===== config.mk =====
export PLATFORM = sky130hd
export DESIGN_NAME = wb_cmd_master
export DESIGN_NICKNAME = d
export VERILOG_FILES = /design/src/rtl/wb_cmd_master.sv
export SDC_FILE = /design/constraint.sdc
export NUM_CORES = 1
export LEC_CHECK = 0
export CORE_MARGIN = 3
export CORE_UTILIZATION = 30
export DETAILED_ROUTE_END_ITERATION = 12
export SLEW_MARGIN = 20
export SYNTH_ARGS = -nofsm -noshare
export SYNTH_HDL_FRONTEND = slang
export SYNTH_SLANG_ARGS = --single-unit

===== constraint.sdc =====
create_clock -name wb_clk_i -period 4.6 [get_ports wb_clk_i]
set_input_delay 1.38 -clock wb_clk_i [delete_from_list [all_inputs] [get_ports wb_clk_i]]
set_output_delay 1.38 -clock wb_clk_i [all_outputs]
set_load 0.01 [all_outputs]

===== src/rtl/wb_cmd_master.sv =====
`default_nettype none
// ============================================================================
//  Module   : wb_cmd_master
//  Purpose  : Wishbone B4 classic initiator. Each command accepted on the
//             cmd_* valid/ready port becomes one single-beat read or write
//             cycle on the wbm_* bus. The result comes back on the rsp_*
//             valid/ready port. Only one transaction is outstanding at a time.
//
//  Optional : `define WB_CMD_MASTER_TIMEOUT_EN adds a TW-bit ack timeout
//             counter. When the counter expires, the cycle is aborted and
//             rsp_err_o is set. Without the macro, the bus waits for ack
//             forever and rsp_err_o is tied low.
//
//  Ports    : wb_clk_i, wb_rst_i    clock, async active-high reset
//             cmd_valid_i/ready_o   command handshake
//             cmd_we/adr/dat/sel_i  command payload
//             rsp_valid_o/ready_i   response handshake
//             rsp_dat_o, rsp_err_o  read data (0 for writes/errors), timeout
//             wbm_cyc/stb/we/sel/adr/dat_o, wbm_ack_i, wbm_dat_i  Wishbone
//
//  Revision : 1.0  initial release
// ============================================================================
module wb_cmd_master #(
    parameter int unsigned TIMEOUT = 255,
    parameter int unsigned TW      = 16
) (
    input  logic        wb_clk_i,
    input  logic        wb_rst_i,
    input  logic        cmd_valid_i,
    output logic        cmd_ready_o,
    input  logic        cmd_we_i,
    input  logic [31:0] cmd_adr_i,
    input  logic [31:0] cmd_dat_i,
    input  logic [3:0]  cmd_sel_i,
    output logic        rsp_valid_o,
    input  logic        rsp_ready_i,
    output logic [31:0] rsp_dat_o,
    output logic        rsp_err_o,
    output logic        wbm_cyc_o,
    output logic        wbm_stb_o,
    output logic        wbm_we_o,
    output logic [3:0]  wbm_sel_o,
    output logic [31:0] wbm_adr_o,
    output logic [31:0] wbm_dat_o,
    input  logic        wbm_ack_i,
    input  logic [31:0] wbm_dat_i
);

    typedef enum logic [1:0] {
        S_IDLE = 2'd0,
        S_BUS  = 2'd1,
        S_RESP = 2'd2
    } state_t;

    state_t      r_state;
    state_t      w_state_next;
    logic        w_accept;
    logic        w_bus_done;
    logic        w_expire;

    logic        r_we;
    logic [3:0]  r_sel;
    logic [31:0] r_adr;
    logic [31:0] r_dat;
    logic [31:0] r_rsp_dat;

    // ------------------------------------------------------------------
    // Ack timeout
    // ------------------------------------------------------------------
`ifdef WB_CMD_MASTER_TIMEOUT_EN
    localparam logic [TW-1:0] c_last_count = TW'(TIMEOUT - 1);

    logic [TW-1:0] r_cnt;
    logic          r_rsp_err;

    // The counter sits at zero outside BUS, so it is cleared on BUS entry.
    // Expiry is flagged while the count is TIMEOUT-1. That way, the abort
    // edge is the one on which the count would reach TIMEOUT.
    always_ff @(posedge wb_clk_i or posedge wb_rst_i) begin
        if (wb_rst_i) begin
            r_cnt <= '0;
        end else if (r_state != S_BUS) begin
            r_cnt <= '0;
        end else if (!wbm_ack_i) begin
            r_cnt <= r_cnt + 1'b1;
        end
    end

    assign w_expire = (r_state == S_BUS) && (r_cnt == c_last_count);

    // Ack takes priority over expiry, so err is set only when ack is absent.
    always_ff @(posedge wb_clk_i or posedge wb_rst_i) begin
        if (wb_rst_i) begin
            r_rsp_err <= 1'b0;
        end else if (w_bus_done) begin
            r_rsp_err <= !wbm_ack_i;
        end
    end

    assign rsp_err_o = r_rsp_err;
`else
    logic w_unused_cfg;

    assign w_expire     = 1'b0;
    assign rsp_err_o    = 1'b0;
    assign w_unused_cfg = ^{TIMEOUT, TW};
`endif

    // ------------------------------------------------------------------
    // FSM
    // ------------------------------------------------------------------
    always_ff @(posedge wb_clk_i or posedge wb_rst_i) begin
        if (wb_rst_i) begin
            r_state <= S_IDLE;
        end else begin
            r_state <= w_state_next;
        end
    end

    always_comb begin
        w_state_next = r_state;
        w_accept     = 1'b0;
        w_bus_done   = 1'b0;
        cmd_ready_o  = 1'b0;
        rsp_valid_o  = 1'b0;
        wbm_cyc_o    = 1'b0;
        wbm_stb_o    = 1'b0;
        case (r_state)
            S_IDLE: begin
                // Reset holds the state in IDLE. Ready is masked so that it
                // reads 0 for as long as reset stays asserted.
                cmd_ready_o = !wb_rst_i;
                if (cmd_valid_i && !wb_rst_i) begin
                    w_accept     = 1'b1;
                    w_state_next = S_BUS;
                end
            end
            S_BUS: begin
                wbm_cyc_o = 1'b1;
                wbm_stb_o = 1'b1;
                if (wbm_ack_i || w_expire) begin
                    w_bus_done   = 1'b1;
                    w_state_next = S_RESP;
                end
            end
            S_RESP: begin
                rsp_valid_o = 1'b1;
                if (rsp_ready_i) begin
                    w_state_next = S_IDLE;
                end
            end
            default: begin
                w_state_next = S_IDLE;
            end
        endcase
    end

    // ------------------------------------------------------------------
    // Bus payload and response data registers
    // ------------------------------------------------------------------
    always_ff @(posedge wb_clk_i or posedge wb_rst_i) begin
        if (wb_rst_i) begin
            r_we      <= 1'b0;
            r_sel     <= 4'd0;
            r_adr     <= 32'd0;
            r_dat     <= 32'd0;
            r_rsp_dat <= 32'd0;
        end else begin
            if (w_accept) begin
                r_we  <= cmd_we_i;
                r_sel <= cmd_sel_i;
                r_adr <= cmd_adr_i;
                r_dat <= cmd_dat_i;
            end
            // Only an acked read returns bus data. Writes and aborts return 0.
            if (w_bus_done) begin
                r_rsp_dat <= (wbm_ack_i && !r_we) ? wbm_dat_i : 32'd0;
            end
        end
    end

    assign wbm_we_o  = r_we;
    assign wbm_sel_o = r_sel;
    assign wbm_adr_o = r_adr;
    assign wbm_dat_o = r_dat;
    assign rsp_dat_o = r_rsp_dat;

endmodule
`default_nettype wire


# == Yosys cells after proc, flatten, opt, wreduce, memory -nomap -nowiden ==
# Cells that the tools add are included.
# totals
ram_bits,0
n_memories,0
elab_cells,29
latchBits,0
in_bits,106
romBits,0
reg_bits,103
out_inout_bits,106
# classes
div_mod_pow,0
bitwise_logic,0
eq_ne,5
n_mux,12
add_sub_neg,0
n_shift,0
n_reduce_logical,6
order_cmp,0
multipliers,0
# ops
op,count
32-bit 2-to-1 mux,1
1-bit 2-to-1 mux,7
2-bit 2-to-1 mux,3
2-bit inequality test (second input constant),3
2-bit one-hot mux with 3 select lines,1
3-bit AND reduction,1
2-bit by 1-bit equality test with 1-bit output (second input constant),1
2-bit equality test (second input constant),1
1-bit logical AND,2
1-bit zero test,2
2-bit zero test,1

# == Depth between registers and ports, before layout ==
# logic_depth
word_depth,4
depth_mapped,4
ltp_nobuf,2

# == Least setup slack after synthesis ==
# OpenSTA, ideal clock, no wires.
# synth_timing
kind,input to output
start,input wb_rst_i
end,output cmd_ready_o
required_ns,3.220
arrival_time_ns,1.639
setup_slack_ns,1.581
cell_stages,1
path_buffers,0
cell_sequence,nor3_1
# synth_between
elab_chain_len,2
# synth_rtl
item,line_no,rtl
from (decl),28,"input logic wb_rst_i,"
1-bit zero test (no line),-,
1-bit 2-to-1 mux,128,case (r_state)
to (decl),30,"output logic cmd_ready_o,"
# Every way passes these cells.

# == Worst setup path in the final report ==
# Ends and elaborated chain as after synthesis.

==> run_results.csv <==
group,metric,value,unit
yosys,ys_seq_area_share,63.0,%
yosys,ys_ff_latch,103,
critical_path,worstPathArrival,2.70,ns
critical_path,end_kind,"primary output",
floorplan,rows,42,
grt,grt_first_pass_wirelength,15.0,mm
power,ir_worst_vdd,0.227,mV
sta,setup-violations-final,0,
finish,instances_no_fill,654,
critical_path,r2r_end,"rsp_dat_o[22]",
detailed_routing,wl,9.99,mm
floorplan,start_util,30.8,%
sta,worst_pin_slew,0.692,ns
place,placed_area,6380,sq um
critical_path,crit_end,"cmd_ready_o",
job,cap_viol_max_count,0,
place,dpl.hpwl,7.17,mm
detailed_routing,drc,0,
critical_path,reg2regPathDepth,3,
floorplan,die_h,123,microns
power,p_leak,2.76,nW
place,dp.cells,638,
critical_path,cp_max_fo,4,
grt,grt_util_all_layers,12.8,%
critical_path,crit_path_start,"wb_rst_i",
critical_path,cp_data_required_time,3.22,ns
detailed_routing,drt_iter0_drc,123,
place,dp_slack,0.505,ns
sta,whs,0.486,ns
finish,drive_above_1_share,23.8,%
yosys,ys_types,17,
sta,fin_setup_tns,0,ns
detailed_routing,via_per_inst,4.41,
critical_path,reg2reg_from,"r_state[1]",
yosys,synthesis.nets,370,
yosys,synthArstFlopShare,100,%
clocking,h-tree-depth,3,
finish,fillers,1157,
critical_path,crit_type,"primary input to primary output",
sta,layout_setup_ws,0.517,ns
yosys,mappedNetlistArea,4090,sq um
clocking,cts_max_path_buffers,2,
clocking,cts_sinks,103,
floorplan,io_pins,212,
yosys,yosysWarnings,0,
clocking,cts_tree,"built",
detailed_routing,first_pass_iters,4,
power,powerDensity,554,nW/um^2
yosys,synth_edf_count,0,
detailed_routing,wl_per_cell,15.3,microns
finish,num-nets-final,579,
floorplan,die-area,15100,sq um
power,total_power,3.72,mW
sta,rsz0062_at_grt,"no",
clocking,post_cts_buffers,0,
sta,fin_crit_sh,88.8,%
place,place.gp.congestion,0.689,
clocking,clk_pin_slew,0.07,ns
worst_hold_path,min_path_cells,1,
sta,finClkSkew,0.00479,ns
detailed_routing,antenna_left,0,
place,port_buffers,210,
yosys,avgSynthCellArea,15.5,sq um
sta,drv_slew,0,
sta,fin_crit,4.08,ns
clocking,cts-buffers-inserted,9,
sta,fmax,245,MHz
clocking,root_buffer,"clkbuf_16",
sta,relSlewSlack,53.9,%
floorplan,die_w,123,microns
finish,fin_util,50.5,%
grt,grt-ovfl-total,0,
critical_path,critPathLaunchType,"primary input",
run_status,status,"finished clean",
critical_path,reg2reg_setup_slack,2.84,ns
sta,finalHoldViolCount,0,
detailed_routing,vias,2882,
worst_hold_path,hold_class,"register to register",
finish,antennaDiodeCount,0,
yosys,synthCells,264,
clocking,clkLatencyLatePin,0.34,ns
grt,grt_max_degree,70,
grt,antenna_found_initial,0,
finish,syn_to_final_growth,64.1,%
finish,stdcell_area,6720,sq um
clocking,cts_resized,0,
yosys,dominantRegCellSynth,"dfrtp_1",
grt,grt_pass1_vias,2912,
clocking,ctsHoldBuffers,0,
floorplan,core_area,13300,sq um
## cell usage in the layout (no fill, tap or decap)
| master | n |
|---|---|
| clkbuf_8 | 2 |
| clkinv_2 | 1 |
| mux2_2 | 91 |
| buf_12 | 2 |
| nor3_1 | 1 |
| bufinv_16 | 2 |
| inv_1 | 1 |
| nor2b_1 | 34 |
| clkbuf_16 | 9 |
| nor4b_4 | 1 |
| or3b_2 | 1 |
| and3b_1 | 1 |
| dfrtp_1 | 103 |
| mux2_1 | 10 |
| clkdlybuf4s50_1 | 210 |
| conb_1 | 1 |
| inv_4 | 1 |
| a21oi_1 | 1 |
| nand2b_1 | 1 |
| a21o_1 | 1 |
| buf_4 | 2 |
| clkinvlp_4 | 2 |
## sequential cells by signal, indices dropped and copies added, names as in the netlist
signal	count
rsp_dat_o	32
wbm_adr_o	32
wbm_we_o	1
r_state	2
wbm_sel_o	4
wbm_dat_o	32
## report_power, final
| group | internal (mW) | switching, mW |
|---|---|---|
| logic | 0.945 | 0.528 |
| clock network | 0.505 | 0.325 |
| registers | 1.25 | 0.169 |
## worst max-delay path: stages
cell and delay (ns):
clkdlybuf4s50_1 0.52, nor3_1 0.21, clkdlybuf4s50_1 0.59
## Yosys cell counts (all sizes together), types with 2 or more instances
cell type	n	area, sq um
buf	13	78.8
clkbuf	3	11.3
dfrtp	103	2580
inv	2	7.51
mux2	101	1140
nor2b	34	213
## per-layer routing
layer	track usage, %	share of wire (%)	wire length, microns
met4	5.67	1.7	171
met3	3.92	8.7	869
met2	21.7	49	4920
met5	0	0	0
met1	15.0	40	4020
## how the worst min path moves through the flow
| stage | to | slack [ns] | start |
|---|---|---|---|
| finish | wbm_dat_o[5] | 0.49 | wbm_dat_o[5] |
| global route | wbm_dat_o[7] | 0.51 | wbm_dat_o[7] |
| CTS | wbm_dat_o[6] | 0.49 | wbm_dat_o[6] |
| detailed placement | wbm_dat_o[6] | 0.48 | wbm_dat_o[6] |
| global placement | wbm_dat_o[9] | 0.47 | wbm_dat_o[9] |
| floorplan | r_state[0] | 0.51 | r_state[1] |
## cells by family after synthesis
| group | synth area share, % |
|---|---|
| AOI/OAI and AO/OA | 0.306 |
| buffers and inverters | 2.38 |
| DFF | 63.0 |
| muxes | 27.8 |
| other | 0.0916 |
| and+or+nand+nor | 6.48 |
## cell type report
class                   count  area [sq um]  share of cell area [%]
multi-input cells         143          1420                    21.1
clock inverters             5          80.1                    1.19
flip-flops and latches    103          2580                    38.4
well taps                 176           220                    3.28
repair buffers            214          2160                    32.1
clock buffers              11           253                    3.76
inverters                   2          10.0                   0.149
(Power assumes the default switching activity.)
